[src/rtl/scytale_decryption.sv]
// Scytale transposition decryptor: buffers ciphertext characters until the token,
// then streams them back out read column-major over the captured key_N x key_M matrix.
module scytale_decryption #(
  parameter int unsigned        D_WIDTH                = 8,
  parameter int unsigned        KEY_WIDTH              = 8,
  parameter int unsigned        MAX_NOF_CHARS          = 50,
  parameter logic [D_WIDTH-1:0] START_DECRYPTION_TOKEN = 8'hFA
) (
  input  logic                 clk,
  input  logic                 rst_n,
  input  logic [D_WIDTH-1:0]   data_i,
  input  logic                 valid_i,
  input  logic [KEY_WIDTH-1:0] key_N,
  input  logic [KEY_WIDTH-1:0] key_M,
  output logic [D_WIDTH-1:0]   data_o,
  output logic                 valid_o,
  output logic                 busy
);

  localparam int unsigned CNT_W = $clog2(MAX_NOF_CHARS + 1);
  localparam int unsigned IDX_W = (MAX_NOF_CHARS > 1) ? $clog2(MAX_NOF_CHARS) : 1;
  localparam int unsigned LEN_W = 2 * KEY_WIDTH;

  typedef enum logic {COLLECT, EMIT} state_t;

  state_t               state_q;
  logic [CNT_W-1:0]     count_q;
  logic [KEY_WIDTH-1:0] key_n_q;
  logic [KEY_WIDTH-1:0] key_m_q;
  logic [KEY_WIDTH-1:0] row_q;
  logic [KEY_WIDTH-1:0] col_q;
  logic [LEN_W-1:0]     len_q;
  logic [LEN_W-1:0]     idx_q;
  logic [D_WIDTH-1:0]   mem [MAX_NOF_CHARS];

  logic             done_c;
  logic             open_c;
  logic [CNT_W-1:0] cnt_eff_c;
  logic             is_char_c;
  logic             is_tok_c;
  logic             full_c;
  logic [LEN_W-1:0] len_c;
  logic             start_c;
  logic [LEN_W-1:0] rd_addr_c;

  // The final emit edge doubles as a collect edge with an empty buffer.
  always_comb begin
    done_c    = (state_q == EMIT) && (idx_q == len_q);
    open_c    = (state_q == COLLECT) || done_c;
    cnt_eff_c = done_c ? '0 : count_q;
    is_char_c = valid_i && open_c && (data_i != START_DECRYPTION_TOKEN);
    is_tok_c  = valid_i && open_c && (data_i == START_DECRYPTION_TOKEN);
    full_c    = (cnt_eff_c == CNT_W'(MAX_NOF_CHARS));
    len_c     = LEN_W'(key_N) * LEN_W'(key_M);
    start_c   = is_tok_c && (cnt_eff_c != '0) && (LEN_W'(cnt_eff_c) == len_c);
    rd_addr_c = LEN_W'(col_q) * LEN_W'(key_m_q) + LEN_W'(row_q);
  end

  // Character store; contents survive reset.
  always_ff @(posedge clk) begin
    if (is_char_c && !full_c)
      mem[IDX_W'(cnt_eff_c)] <= data_i;
  end

  // Control FSM; the first character is presented on the token edge itself.
  always_ff @(posedge clk or negedge rst_n) begin
    if (!rst_n) begin
      state_q <= COLLECT;
      count_q <= '0;
      key_n_q <= '0;
      key_m_q <= '0;
      row_q   <= '0;
      col_q   <= '0;
      len_q   <= '0;
      idx_q   <= '0;
      data_o  <= '0;
      valid_o <= 1'b0;
      busy    <= 1'b0;
    end else if (state_q == EMIT && !done_c) begin
      data_o <= mem[IDX_W'(rd_addr_c)];
      idx_q  <= idx_q + LEN_W'(1);
      if (col_q == key_n_q - KEY_WIDTH'(1)) begin
        col_q <= '0;
        row_q <= row_q + KEY_WIDTH'(1);
      end else begin
        col_q <= col_q + KEY_WIDTH'(1);
      end
    end else begin
      state_q <= COLLECT;
      data_o  <= '0;
      valid_o <= 1'b0;
      busy    <= 1'b0;
      row_q   <= '0;
      col_q   <= '0;
      count_q <= cnt_eff_c;
      if (is_char_c && !full_c)
        count_q <= cnt_eff_c + CNT_W'(1);
      if (is_tok_c) begin
        count_q <= '0;
        if (start_c) begin
          state_q <= EMIT;
          valid_o <= 1'b1;
          busy    <= 1'b1;
          data_o  <= mem[IDX_W'(0)];
          key_n_q <= key_N;
          key_m_q <= key_M;
          len_q   <= len_c;
          idx_q   <= LEN_W'(1);
          if (key_N == KEY_WIDTH'(1)) begin
            row_q <= KEY_WIDTH'(1);
          end else begin
            col_q <= KEY_WIDTH'(1);
          end
        end
      end
    end
  end

endmodule

[config.mk]
export PLATFORM = sky130hd
export DESIGN_NAME = scytale_decryption
export DESIGN_NICKNAME = d
export VERILOG_FILES = /design/src/rtl/scytale_decryption.sv
export SDC_FILE = /design/constraint.sdc
export NUM_CORES = 1
export LEC_CHECK = 0
export BUFFER_PORTS_ARGS = -buffer_cell sky130_fd_sc_hd__buf_4
export CORE_MARGIN = 3
export CORE_UTILIZATION = 45
export DETAILED_ROUTE_END_ITERATION = 7
export MAX_ROUTING_LAYER = met4
export PLACE_DENSITY = 0.66
export RECOVER_POWER = 25
export SYNTH_ARGS = -nofsm -noshare
export SYNTH_HDL_FRONTEND = slang
export SYNTH_SLANG_ARGS = --single-unit
[constraint.sdc]
create_clock -name clk -period 6 [get_ports clk]
set_input_delay 0 -clock clk [delete_from_list [all_inputs] [get_ports clk]]
set_output_delay 0 -clock clk [all_outputs]
set_load 0.05 [all_outputs]
Word-level counts from Yosys, hierarchy flattened
Memory sizes are Yosys's and may differ from the RTL's.
Index checks and enable logic that the tools add are counted.
Widths: inputs -> output; s select.

word-level totals
  bits in registers = 79
  RAM bits = 400
  bits of input ports = 27
  memories kept = 1

cells by class
  add/sub/neg operators = 6
  multiply operators = 2
  eq/ne operators = 8
  mux-type cells = 23
  bitwise logic cells = 2
  reduce and logical (&&, ||, !) cells = 16

memory list
  memory  words  bits a word  read ports  clocked after Yosys merged registers in  wr ports  RTL line  source
  mem     50     8            2           0                                        1         34        logic [D_WIDTH-1:0] mem [MAX_NOF_CHARS];

operators with widths
  operator               count
  $mux 8                 7
  $mux 16                3
  $mux 6                 3
  $add 16x1->16 const B  1
  $add 8x1->8 const B    2
  $eq 16x16->1           1
  $eq 6x16->1            1
  $mul 8x8->16           1
  $mux 1                 10
  $eq 8x1->1 const B     1
  $eq 8x8->1             1
  $eq 8x8->1 const B     1
  $logic_and 1x1->1      8
  $mul 8x8->6            1
  $ne 8x8->1 const B     1
  $sub 8x1->8 const B    1
  $add 6x1->6 const B    1
  $add 6x6->6            1
  $eq 6x6->1 const B     1
  $reduce_bool 6->1      1
  $reduce_bool 2->1      2
  $reduce_and 3->1       1
  $logic_not 1->1        2
  $ne 2x1->1 const B     1
  3 further kinds        4

Longest topological paths before layout
Gate-level depths: netlist of run 1.

  depth after elaboration = 10
  gate-level depth with buffers = 21

Worst setup path after synthesis of run 1
No wires, ideal clock.

  path kind = in2reg
  from = in key_N[5]
  to = reg len_q[5]
  data arrival time = 4,510 ps
  setup slack = 1,362 ps
  stages on the path = 17
  cells stage by stage = clkbuf_1 > nand2_1 > fa_1 > fa_1 > inv_1 > fa_1 > inv_1 > fa_1 > inv_1 > ha_1 > nor3_1 > or4_1 > a2111oi_0 > and4_1 > and4_1 > buf_4 > mux2_1

on the way
  word-level cells in the longest chain between the ends = 4

ends and longest elaborated chain
  item                        RTL line  source
  from (decl)                 13        input logic [KEY_WIDTH-1:0] key_N,
  $mul 8x8->16 (*)            54        len_c = LEN_W'(key_N) * LEN_W'(key_M);
  $eq 6x16->1                 55        start_c = is_tok_c && (cnt_eff_c != '0) && (LEN_W'(cnt_eff_c) == len_c);
  $logic_and 1x1->1           55
  $reduce_and 3->1 (no line)  n/a
  to (signal assigned)        107       len_q <= len_c;
  to (decl)                   32        logic [LEN_W-1:0] len_q;

Mark *: on every way between the ends. The rest lies on a longest branch, timed or not.
A chain may end at the register's enable or synchronous reset.

Worst setup path in the final report of run 1
  from = in key_N[7]
  to = reg len_q[2]

on the way
  word-level cells in the longest chain between the ends = 4

ends and longest elaborated chain
  item                        RTL line
  $mul 8x8->16                54
  $eq 6x16->1                 55
  $logic_and 1x1->1           55
  $reduce_and 3->1 (no line)  n/a

No other way between the ends.

==> results.md, run 1 <==
Timing:
- The actual transition at the worst max-transition pin is 2.671 ns.
- The number of failing hold endpoints at the final stage is 0.
- The maximum clock frequency is 196.9 MHz.
- The shortest period the worst path allows is 5.079 ns.
- Headroom to the max-slew limit came out at -78.07%.
- Setup total negative slack on the finished layout was measured at 0 ns.
- The final period utilization is 84.66%.
- The worst clock skew is 0.01462 ns.
- Setup violations remaining at the end of the flow were counted as 0.
- The final number of max-transition violations was 364.
- Setup repair after global routing left no endpoint under its margin.

Critical path:
- The worst setup path is captured at a flop.
- The setup path with the least slack is of type in -> reg.
- The startpoint type of the worst setup path is an input pin.
- Traced cell by cell, the critical path runs through dlygate4sd3_1, buf_4, and2_1, fa_1, fa_1, fa_1, inv_1, fa_1, inv_1, ha_1, o22ai_1, or4_1, a2111oi_0, and4_1, and4_1, buf_4, mux2_1.
- Data on the critical path arrives at its endpoint at 5.54 ns.
- The largest stage delay on the critical path is 0.54 ns.
- The cell that appears most often on the critical path is sky130_fd_sc_hd__fa_1.
- The biggest fanout along the worst timing path is 27.
- STA puts the critical path data required time at 6.46 ns.
- The highest-delay cell along the critical path is sky130_fd_sc_hd__dlygate4sd3_1.

Routing:
- The detailed-route vias per instance is 5.631.
- The detailed router put a total of 20,610 um of wire on met1.
- The via count is 12,160.
- The routed wire length per instance is 22.78 um.
- Before antenna repair, the detailed router went through 5 iterations.
- The wire length after detailed routing is 49,210 um.
- Once detail routing completed, the nets flagged for antenna violations numbered 0.
- The wire length on met2 is 24,020 um.
- The routed design uses 3161 um of met3 wire.
- The residual DRC count is 0.
- The highest metal layer carrying signal wires in the routed design is met4.
- The DRC marker count from the first detailed-route iteration is 1,175.

GRT:
- The aggregate global-route resource usage is 19.75%.
- The number of antenna violations at the first check in global routing is 0.
- The largest net degree at the start of global routing is 76.
- The first global-routing pass estimated 76,660 um of wire.
- The final global-route overflow total is 0.
- The via count of the first global-routing pass was 12,520.

Layout:
- The repair_antennas step left the layout with diodes totalling 0.
- The combined flip-flop and latch cell area is 0.01389 mm^2.
- The number of inserted filler cells in the final layout is 4,039.
- Of the cells placed in the final design, the portion with a size suffix greater than 1 is 18.58%.
- After routing the design area is 0.02506 mm^2.
- The count of cells in the finished layout, fillers not included, comes to 2,160.
- The signed area change from the synthesized netlist to the final layout is 12.00%.
- The multi-input gate area in the final layout is 0.007918 mm^2.
- Cells fill 51.09% of the core in the end.
- The net count of the finished layout is 1,585.

Pwr:
- The power per cell area is 288.8 mW/mm^2.
- In this run the power spent charging and discharging nets is 1703 uW.
- The clock network power share is 40.2%.
- The design internal power is 5534 uW.
- The leakage component of the power is 0.009041 uW.
- The combinational power share is 10.3%.
- Across the VDD grid, the largest voltage drop is 208.1 uV.
- Of the total power, registers draw 49.5%.
- The switching share of power is 23.53%.

Clock tree:
- The number of buffers created by CTS is 49.
- In this run the clock root is driven by a sky130_fd_sc_hd__clkbuf_16.
- The clock slew at the register clock pins of the worst setup and hold paths is 0.06 ns.
- The number of hold buffers added after CTS was 24.
- The post-cts gate resize count is 0.
- The clock tree synthesis step divided the H-tree into 2 levels.
- The clock passes through at most 3 buffers.
- For this design, the sink count on the clock tree is 475.
- The total setup buffers inserted after CTS is 0.
- The clock insertion delay at the later pin of the skew report is 0.59 ns.
- TritonCTS built the clock tree.

Outcome:
- The flow ran to the end, but the final reports show violations.
- The final reports fail on max-capacitance violations, max-slew violations.

Floorplan:
- The area of the placeable core is 0.04905 mm^2.
- The y dimension of the die is 229.0 um.
- The die is 229.0 um wide.
- During I/O placement, the number of pins put on the boundary was 37.
- The die covers 0.05243 mm^2.
- The initial standard-cell utilization of the core is 45.62%.
- The initialized floorplan defines 81 standard-cell rows.

Synthesis:
- The area share of the largest cell type after synthesis is 53.68%.
- The sequential area share after synthesis is 62.07%.
- The number of synthesized register bits is 475.
- In this run the cell area of the synthesized design comes to 0.02238 mm^2.
- By area the synthesized netlist is led by sky130_fd_sc_hd__edfxtp_1 54%, sky130_fd_sc_hd__mux4_2 11%, sky130_fd_sc_hd__dfrtp_1 8.4%.
- The synthesized netlist contains 73 unique library cells.
- The count of flip-flops with a built-in enable after synthesis is 400.
- The leading register cell type out of synthesis is sky130_fd_sc_hd__edfxtp_1.
- Synthesis produced a netlist with a net count of 1,524.
- Of all cell types, the one taking the most synthesized area is sky130_fd_sc_hd__edfxtp_1.
- The number of synthesis warnings is 0.
- The average size of a mapped cell is 16.01 um^2.
- Counting flops with an async set or reset pin after synthesis yields a share of 15.79%.
- After technology mapping, the gate count stands at 1,398.

Place:
- The number of buffer cells added on primary ports is 36.
- The wire-length estimate of the detail-placed layout is 31,750 um.
- Routability-driven placement finished with a final weighted congestion of 0.8228.
- Once placement finished, the instance area stood at 0.02332 mm^2.
- The number of cells in the design after placement is 2,048.

Run:
- The total of max-cap violations is 7.

Min path:
- The min-delay analysis places its worst path in the category in -> async.
-- flip-flops by register name (all words and copies together), names as in the netlist --
signal / count
count_q: 6
mem: 400
len_q: 16
col_q: 8
state_q: 1
key_m_q: 6
key_n_q: 8
idx_q: 16
row_q: 6
data_o: 8
-- critical path: cells and delay by family --
kind                     cells  cell delay [ns]
AO/OA/AOI/OAI                2             0.51
adder cells (fa/ha/maj)      5             2.39
buffers and inverters        5             1.11
multiplexers                 1             0.35
AND/OR/NAND/NOR              4             1.17
-- kinds of logic (layout without fill, tap and decap cells) --
logic type	Yosys count	in the layout	share of synthesized area [%]
compound gates	116	116	3.501
flops	475	475	62.07
buf+inv	144	242	2.785
fa+ha+maj	99	99	6.979
simple gates	331	331	7.756
xor+xnor	54	54	2.147
mux	179	179	14.76
-- per-stage QoR --
| step | setup WS (ns) | hold WS, ns | power [uW] |
|---|---|---|---|
| 2_1_floorplan | 1.362 | -0.2956 | 4166 |
| 3_3_place_gp | 0.9392 | 0.2163 | 4381 |
| 3_5_place_dp | 0.8944 | 0.2173 | 4380 |
| 4_1_cts | 0.9360 | 0.1356 | 7289 |
| 5_1_grt | 0.6537 | 0.1961 | 7533 |
| 6_report | 0.9205 | 0.1272 | 7237 |
-- per-layer routing --
layer	global-route usage, %	up-vias
li1	-	5429
met1	26.79	6241
met2	30.81	400
met3	3.918	92
met4	5.451	0
met5	-	-
-- synthesized netlist by cell type (3+ instances only) --
cell                          n
sky130_fd_sc_hd__nor3_1      13
sky130_fd_sc_hd__or2_2        5
sky130_fd_sc_hd__xnor2_1     38
sky130_fd_sc_hd__a31oi_1      3
sky130_fd_sc_hd__and3_1       6
sky130_fd_sc_hd__nor2b_1      6
sky130_fd_sc_hd__mux2i_1     24
sky130_fd_sc_hd__nand2_1     51
sky130_fd_sc_hd__o22ai_1     12
sky130_fd_sc_hd__buf_2       18
sky130_fd_sc_hd__mux2_2      25
sky130_fd_sc_hd__mux2_1       3
sky130_fd_sc_hd__dfrtp_1     75
sky130_fd_sc_hd__buf_6        6
sky130_fd_sc_hd__a21o_1       7
sky130_fd_sc_hd__ha_1        56
sky130_fd_sc_hd__and2_1      82
sky130_fd_sc_hd__o2bb2ai_1   10
sky130_fd_sc_hd__a21oi_1     25
sky130_fd_sc_hd__or3_1        9
sky130_fd_sc_hd__o21ai_0     21
sky130_fd_sc_hd__edfxtp_1   400
sky130_fd_sc_hd__o21ai_1      8
sky130_fd_sc_hd__fa_1        43
sky130_fd_sc_hd__mux2_4      15
sky130_fd_sc_hd__buf_1        3
sky130_fd_sc_hd__nand3_1     24
sky130_fd_sc_hd__nand4_1     18
sky130_fd_sc_hd__buf_4        4
sky130_fd_sc_hd__nor2_1      85
sky130_fd_sc_hd__clkbuf_1    33
sky130_fd_sc_hd__nand2b_1    10
sky130_fd_sc_hd__and4_1       3
sky130_fd_sc_hd__nor4_1       5
sky130_fd_sc_hd__xor2_1      15
sky130_fd_sc_hd__nor3b_1      3
sky130_fd_sc_hd__mux4_2     112
sky130_fd_sc_hd__inv_1       78
-- path summary, 6_finish.rpt --
path	end	start	slack, ns	depth (start not counted)
setup reg to reg	data_o[2]$_DFF_PN0_	col_q[2]$_DFF_PN0_	1.03	11
max in group asynchronous	len_q[5]$_DFFE_PN0P_	rst_n	5.23	2
min in group clk	key_m_q[4]$_DFFE_PN0P_	key_M[4]	0.27	3
hold / removal	key_n_q[4]$_DFFE_PN0P_	rst_n	0.13	2
setup / recovery	len_q[2]$_DFFE_PN0P_	key_N[7]	0.92	17
hold reg to reg	len_q[6]$_DFFE_PN0P_	len_q[6]$_DFFE_PN0P_	0.51	1
-- power by group through the flow --
stage	Combinational (uW)	Sequential, uW	Clock [uW]
2_1_floorplan	517	3650	0
3_3_place_gp	733	3650	0
3_5_place_dp	732	3650	0
4_1_cts	754	3580	2960
5_1_grt	853	3580	3100
6_report	746	3580	2910
-- cells in the final DEF (no fill, tap or decap), types with 42 or more instances in the layout --
master and count:
sky130_fd_sc_hd__and2_1 82, sky130_fd_sc_hd__clkbuf_16 50, sky130_fd_sc_hd__dfrtp_1 75, sky130_fd_sc_hd__edfxtp_1 400
sky130_fd_sc_hd__fa_1 42, sky130_fd_sc_hd__ha_1 54, sky130_fd_sc_hd__inv_1 78, sky130_fd_sc_hd__mux4_2 112
sky130_fd_sc_hd__nand2_1 51, sky130_fd_sc_hd__nor2_1 85
-- area by class of cell --
| type | count | share of cell area [%] |
|---|---|---|
| flip-flops and latches | 475 | 55.42 |
| multi-input cells | 779 | 31.59 |
| clock buffers | 59 | 5.128 |
| well taps | 664 | 3.315 |
| repair buffers | 74 | 2.387 |
| inverters | 80 | 1.198 |
| clock inverters | 29 | 0.9586 |
Note: power is estimated with default switching activity, not from simulation.
==> run 2, diff against run 1 <==
ABC_AREA = 1   (was unset)
clock period = 4.8 ns   (was 6 ns; I/O delays follow)
==> results.md, run 2 <==
Place:
- The placer's final routability congestion estimate came to 0.8645 (+5.1%).
- The number of buffer cells added on primary ports is 36 (unchanged).
- The cell area after placement is 0.02399 mm^2 (+2.8%).
- The detailed placer's ending HPWL is 34,310 um (+8.1%).

Clock tree:
- TritonCTS built the clock tree.
- The sink count of the clock tree is 475 (unchanged).
- The level count of the clock H-tree was 2 (unchanged).
- The clock slew at the register clock pins of the worst setup and hold paths is 0.06 ns (about the same).
- The number of buffers created by CTS is 48 (-2.0%).
- CTS placed an instance of sky130_fd_sc_hd__clkbuf_16 at the clock tree root.
- The total setup buffers inserted after CTS is 0 (unchanged).
- The clock insertion delay at the later pin of the skew report was 0.60 ns (about the same).
- The buffer levels on the longest clock path is 3 (unchanged).

Timing:
- The worst clock skew came to 0.02369 ns (+0.009066 ns).
- The final number of max-transition violations is 362 (-0.55%).
- Setup repair after global routing left no endpoint under its margin.
- After layout, the worst path uses 96.55% of the clock period.
- The number of failing hold endpoints at the final stage is 0 (unchanged).
- The actual transition at the worst max-transition pin is 2.604 ns (-0.06691 ns).
- The aggregate negative setup slack came to 0 ns (unchanged).
- The final count of negative-setup-slack endpoints is 0 (unchanged).
- The relative slew slack was -73.60% (+4.5 points).
- The shortest period the worst path allows is 4.634 ns.
- Based on the critical path, the design can be clocked at up to 215.8 MHz.

Critical path:
- The critical path class is in -> reg.
- The startpoint type of the worst setup path is an input pin.
- The endpoint class of the critical path is a flop.
- The biggest fanout along the worst timing path is 51 (+89%).
- The critical path required time came to 5.02 ns (-1.44 ns).
- The data arrival time of the worst path is 4.86 ns (-0.68 ns).

Layout:
- The top cell types in the final layout, fill and taps aside, are 400 x sky130_fd_sc_hd__edfxtp_1, 374 x sky130_fd_sc_hd__nand2_1, 282 x sky130_fd_sc_hd__nor2_1, 224 x sky130_fd_sc_hd__o21ai_0, 209 x sky130_fd_sc_hd__inv_1.
- The largest registers in the layout are mem (400), idx_q (16), len_q (16).
- The share of final-layout standard cells stronger than drive strength 1 is 8.422% (-10 points).
- The antenna diode count was 0 (unchanged).
- The library cell used most frequently in the layout, excluding fill and tap cells, is sky130_fd_sc_hd__edfxtp_1.
- The final instance area is 0.02575 mm^2 (+2.8%).
- The register with the most flip-flops is mem.
- The flip-flop count of the largest register after layout was 400 (unchanged).
- The signed area change from the synthesized netlist to the final layout is 12.71%.
- The net count of the finished layout came to 2,344 (+48%).

GRT:
- The number of antenna violations at the first check in global routing is 0 (unchanged).
- The aggregate global-route resource usage was 21.49% (+1.7 points).
- The final global-route overflow total was 0 (unchanged).
- The largest net degree at the start of global routing was 106 (+39%).
- The wire length of the first global-routing pass is 87,660 um (+14%).
- The via count of the first global-routing pass is 15,870 (+27%).

Floorplan:
- The area of the placeable core came to 0.04956 mm^2 (+1.0%).
- The area of the die is 0.05351 mm^2 (+2.1%).
- The y dimension of the die is 231.3 um (+1.0%).
- The initial standard-cell utilization of the core is 46.10% (+0.49 points).
- The horizontal extent of the die is 231.3 um (+1.0%).
- The number of ports placed on the die boundary was 37 (unchanged).
- The number of placement rows is 81 (unchanged).

Routing:
- The routed wire length per instance is 18.90 um (-17%).
- The number of iterations in the first detailed-routing pass is 5 (unchanged).
- The detailed-route vias per instance was 5.461 (-3.0%).
- The DRC marker count from the first detailed-route iteration is 1,544 (+31%).
- The wire length after detailed routing is 55,180 um (+12%).
- The via count is 15,950 (+31%).
- The residual DRC count is 0 (unchanged).
- The number of nets with antenna violations after detailed routing is 0 (unchanged).

Synthesis:
- The leading register cell type out of synthesis is sky130_fd_sc_hd__edfxtp_1.
- The synthesized instance count came to 2,164 (+55%).
- The count of flip-flops with a built-in enable after synthesis is 400 (unchanged).
- The cell area after technology mapping is 0.02285 mm^2 (+2.1%).
- The cell type contributing the most total cell area after synthesis is sky130_fd_sc_hd__edfxtp_1.
- The most common cell in the synthesized netlist is sky130_fd_sc_hd__edfxtp_1.
- The fraction of registers with async set or reset after synthesis is 15.79% (unchanged).
- The number of synthesis warnings is 0 (unchanged).
- The sequential area share after synthesis was 60.79% (-1.3 points).
- Counting instances in the post-synthesis netlist gives the leading cell types as 400 x sky130_fd_sc_hd__edfxtp_1, 374 x sky130_fd_sc_hd__nand2_1, 283 x sky130_fd_sc_hd__nor2_1.
- The number of synthesized register bits is 475 (unchanged).
- The number of nets in the synthesized netlist came to 2,290 (+50%).
- The average size of a mapped cell came to 10.56 um^2 (-34%).
- The number of distinct library cells after synthesis is 44 (-40%).
- Sorting the synthesized cells by area gives the leading types as sky130_fd_sc_hd__edfxtp_1 53%, sky130_fd_sc_hd__dfrtp_1 8.2%, sky130_fd_sc_hd__nand2_1 6.1%.
- The area share of the largest cell type after synthesis was 52.57% (-1.1 points).

Pwr:
- The power per cell area is 370.9 mW/mm^2 (+28%).
- The leakage component of the power is 0.01043 uW (+15%).
- The worst-case vdd ir drop is 238.3 uV (+15%).

Outcome:
- The flow ran to the end, but the final reports show violations.
- The checks that failed: max-capacitance violations, max-slew violations.

Min path:
- In this run the worst hold path is classified as in -> async.

Run:
- The total of max-cap violations is 7 (unchanged).
## run 2: cell count changes in the layout (fill, tap and decap cells not counted), sizes merged, moves of 49 or more
cell,delta
nand2,+327
mux4,-112
o21ai,+211
inv,+141
nand3,+49
and2,-82
nor2,+201
## run 2: kinds of logic (layout without fill, tap and decap cells)
| family | after synthesis | count (layout) | synth area share [%] |
|---|---|---|---|
| and+or+nand+nor | 784 | 784 | 14.07 |
| DFF | 475 | 475 | 60.79 |
| AOI/OAI and AO/OA | 415 | 415 | 10.47 |
| buffers and inverters | 338 | 430 | 5.810 |
| adders and majority gates | 99 | 99 | 6.834 |
| xor gates and xnor gates | 53 | 53 | 2.032 |
## run 2: path summary, 6_finish.rpt
kind	start	to	slack (ns)	depth (start not counted)
min in group clk	data_i[4]	count_q[2]$_DFFE_PN0N_	0.23	6
max reg2reg	col_q[2]$_DFF_PN0_	data_o[7]$_DFF_PN0_	0.26	17
max	data_i[0]	mem[19][3]$_DFFE_PP_	0.17	8
min	rst_n	key_n_q[7]$_DFFE_PN0P_	0.15	2
max in group asynchronous	rst_n	len_q[10]$_DFFE_PN0P_	4.03	2
min reg2reg	mem[0][6]$_DFFE_PP_	data_o[6]$_DFF_PN0_	0.46	2
## run 2: worst max-delay path, cell delays in order
cell and delay (ns):
sky130_fd_sc_hd__dlygate4sd3_1 0.52, sky130_fd_sc_hd__clkbuf_1 1.84, sky130_fd_sc_hd__nor4_1 0.48, sky130_fd_sc_hd__nor2_1 0.33, sky130_fd_sc_hd__nand2_2 0.16, sky130_fd_sc_hd__inv_2 0.22
sky130_fd_sc_hd__nand4_2 0.42, sky130_fd_sc_hd__nor2_1 0.86
## run 2: final cells by class
class / instances / area (um^2)
clock buffers: 62 / 1295
well taps: 664 / 830.8
flip-flops and latches: 475 / 13890
inverters: 224 / 844.6
repair buffers: 118 / 959.7
multi-input cells: 1351 / 7675
clock inverters: 26 / 259.0
fillers: 4289 / 23810
## run 2: through the flow
step / setup slack (ns) / std cells / hold slack (ns) / utilization, % / power (uW)
finish: 0.1656 / 2920 / 0.1484 / 51.96 / 9551
global route: 0.02125 / 2920 / 0.2137 / 51.96 / 9992
CTS: 0.2627 / 2920 / 0.02836 / 52.01 / 9618
detailed placement: 0.2008 / 2809 / 0.2192 / 48.41 / 5931
global placement: 0.2040 / 2809 / 0.2103 / 48.41 / 5925
floorplan: 0.5353 / 2164 / -0.2956 / - / 5553
## run 2: report_power, final
part	switching [uW]	total [uW]	leakage, uW	internal [uW]
clock network	1550	3670	0.000757	2120
logic	840	1250	0.00505	409
registers	47.5	4630	0.00462	4580
total	2440	9550	0.0104	7110
## run 2: metal layers
metal | GRT usage (%) | share of wire [%] | vias up
met5 | - | 0 | -
met4 | 6.159 | 2.6 | 0
met3 | 3.454 | 6.6 | 98
met2 | 34.24 | 47 | 503
met1 | 28.78 | 43 | 7820
li1 | - | - | 7526
## run 2: what timing repair did
item | CTS | global route
resized for setup | 0 | 5
setup endpoints to repair | 0 | 56
endpoints found under the hold margin | 398 | 0
hold buffers | 23 | 0
==> run 3, diff against run 2 <==
BUFFER_PORTS_ARGS = unset   (was -buffer_cell sky130_fd_sc_hd__buf_4)
CAP_MARGIN = 20   (was unset)
CORE_UTILIZATION = 55   (was 45)
DONT_BUFFER_PORTS = 1   (was unset)
PLACE_DENSITY = 0.76   (was 0.66)
==> results.md, run 3 (synthesis gave the netlist of run 2 again) <==
Critical path:
- The slowest stage of the critical path belongs to the cell sky130_fd_sc_hd__o31ai_1.
- The total buffers and inverters traversed by the critical path came to 4 (+1).
- The critical path required time is 5.25 ns (+0.23 ns).
- STA classifies the critical path startpoint as a flop.
- The kind of cell with the highest combined delay on the critical path is adder cells.
- The endpoint class of the critical path is a flop.
- The critical path class is reg -> reg.
- Traced cell by cell, the critical path runs through nand2_1, inv_1, fa_1, ha_1, ha_1, inv_1, fa_1, inv_1, ha_1, xnor2_2, inv_1, nand3_1, and3_1, o31ai_1, nand2_1.
- The biggest fanout along the worst timing path is 18 (-65%).
- The cell that appears most often on the critical path is sky130_fd_sc_hd__inv_1.
- The data arrival time of the worst path is 5.03 ns (+0.17 ns).
- The largest stage delay on the critical path was 0.61 ns (-1.23 ns).

Routing:
- The residual DRC count is 0 (unchanged).
- The detailed-route vias per instance is 5.869 (+7.5%).
- The number of iterations in the first detailed-routing pass is 6 (+1).
- The DRC marker count from the first detailed-route iteration is 1,656 (+7.3%).
- The routed wire length per instance came to 19.53 um (+3.3%).
- The via count was 16,160 (+1.3%).
- The number of nets with antenna violations after detailed routing is 0 (unchanged).
- The wire length after detailed routing is 53,780 um (-2.5%).

Min path:
- The type of the most critical hold path is in -> reg.

Floorplan:
- The horizontal extent of the die is 209.8 um (-9.3%).
- The y dimension of the die is 209.8 um (-9.3%).
- The area of the die is 0.04402 mm^2 (-18%).
- The number of placement rows is 74 (-8.6%).
- The initial standard-cell utilization of the core is 55.83% (+9.7 points).
- The number of ports placed on the die boundary is 37 (unchanged).
- The area of the placeable core is 0.04092 mm^2 (-17%).

GRT:
- The number of antenna violations at the first check in global routing is 0 (unchanged).
- The final global-route overflow total is 0 (unchanged).
- The aggregate global-route resource usage was 25.33% (+3.8 points).
- The via count of the first global-routing pass came to 16,110 (+1.5%).
- The largest net degree at the start of global routing is 154 (+45%).
- The wire length of the first global-routing pass was 85,540 um (-2.4%).

Layout:
- The net count of the finished layout is 2,310 (-1.5%).
- The flip-flop count of the largest register after layout is 400 (unchanged).
- In the layout the commonest cells are 400 x sky130_fd_sc_hd__edfxtp_1, 374 x sky130_fd_sc_hd__nand2_1, 283 x sky130_fd_sc_hd__nor2_1, 225 x sky130_fd_sc_hd__o21ai_0, 209 x sky130_fd_sc_hd__inv_1.
- The antenna diode count is 0 (unchanged).
- The commonest non-fill, non-tap cell in the layout is sky130_fd_sc_hd__edfxtp_1.
- The share of final-layout standard cells stronger than drive strength 1 is 7.291% (-1.1 points).
- Relative to the synthesized area, the layout overhead comes to 11.19%.
- In the final layout, the registers with the most flip-flops are mem (400), idx_q (16), len_q (16).
- The filler-free cell count of the finished design was 2,754 (-5.7%).
- The register with the most flip-flops is mem.

Run:
- The total of max-cap violations was 8 (+1).

Clock tree:
- The number of buffers created by CTS is 48 (unchanged).
- The tree is rooted in a sky130_fd_sc_hd__clkbuf_16.
- The level count of the clock H-tree is 2 (unchanged).
- The post-cts gate resize count is 0 (unchanged).
- The CTS tree is done.
- The clock insertion delay at the later pin of the skew report is 0.61 ns (about the same).
- The buffer levels on the longest clock path is 3 (unchanged).
- The clock slew at the register clock pins of the worst setup and hold paths was 0.06 ns (about the same).
- The sink count of the clock tree was 475 (unchanged).

Place:
- The number of buffer cells added on primary ports is 0 (-100%).
- The number of cells in the design after placement came to 2,632 (-6.3%).
- The placer's final routability congestion estimate came to 0.8742 (+1.1%).
- The detailed placer's ending HPWL is 33,000 um (-3.8%).
- The setup slack at placement is 0.2508 ns (+0.05001 ns).

Timing:
- The actual transition at the worst max-transition pin is 4.035 ns (+1.431 ns).
- The number of failing hold endpoints at the final stage came to 0 (unchanged).
- The setup slack after layout is 0.2180 ns (+0.05247 ns).
- The final period utilization came to 95.46% (-1.1 points).
- The shortest period the worst path allows is 4.582 ns (-0.05248 ns).
- The worst clock skew was 0.02397 ns (+0.0002806 ns).
- Setup repair after global routing left no endpoint under its margin.
- The final number of max-transition violations was 440 (+22%).
- The final count of negative-setup-slack endpoints is 0 (unchanged).
- The maximum clock frequency is 218.2 MHz (+1.1%).
- The hold slack is 0.03034 ns (-0.1180 ns).
- The relative slew slack is -169.0% (-95 points).
- The aggregate negative setup slack came to 0 ns (unchanged).

Pwr:
- The leakage component of the power is 0.01029 uW (-1.3%).
- The worst-case vdd ir drop was 259.5 uV (+8.9%).
- The power per cell area came to 377.0 mW/mm^2 (+1.7%).

Outcome:
- The flow ran to the end, but the final reports show violations.
- The final reports fail on max-capacitance violations, max-slew violations.
-- run 3: per-layer routing --
metal  vias to the layer above  GRT usage (%)  part of all wire, %
li1                       7456              -                    -
met1                      7863          32.80                   40
met2                       717          41.06                   49
met3                       126          4.559                  9.1
met4                         0          8.222                  2.8
met5                         -              -                    0
-- run 3: cell type report --
type / count / area (um^2)
clock buffers: 57 / 1245
clock inverters: 31 / 340.3
fillers: 3106 / 15520
inverters: 224 / 843.3
multi-input cells: 1351 / 7664
flip-flops and latches: 475 / 13890
well taps: 532 / 665.6
repair buffers: 84 / 758.2
-- run 3: path summary, 6_finish.rpt --
path	slack, ns	cells after the start	startpoint	end
worst max-delay path	0.22	15	col_q[2]$_DFF_PN0_	data_o[0]$_DFF_PN0_
worst min-delay path	0.03	6	key_N[0]	len_q[2]$_DFFE_PN0P_
min in group asynchronous	1.67	3	rst_n	key_n_q[3]$_DFFE_PN0P_
max in group asynchronous	0.84	3	rst_n	data_o[7]$_DFF_PN0_
worst min register to register	0.48	2	key_m_q[5]$_DFFE_PN0P_	key_m_q[5]$_DFFE_PN0P_
worst max register to register	0.22	15	col_q[2]$_DFF_PN0_	data_o[0]$_DFF_PN0_
-- run 3: tightest hold or removal path: cells and delay by family --
kind	cells	cell delay (ns)
compound gates	1	0.13
fa+ha+maj	2	0.28
buf+inv	2	0.12
simple gates	1	0.04
-- run 3: power breakdown --
| part | switching, uW | internal (uW) |
|---|---|---|
| Combinational | 819 | 401 |
| Clock | 1590 | 2140 |
| Sequential | 47.1 | 4580 |
| Total | 2450 | 7130 |
-- run 3: what timing repair did --
action / in CTS / in global routing
hold endpoints to repair: 499 / 0
setup buffers: 0 / 0
hold buffers: 34 / 0
-- run 3: metrics by stage --
step / cell area (um^2) / util [%] / power (uW)
final: 25400 / 62.08 / 9578
after detailed placement: 23510 / 57.45 / 5825
after floorplan: 22850 / - / 5553
after CTS: 25560 / 62.46 / 9622
after global placement: 23510 / 57.45 / 5813
after global routing: 25400 / 62.08 / 9968
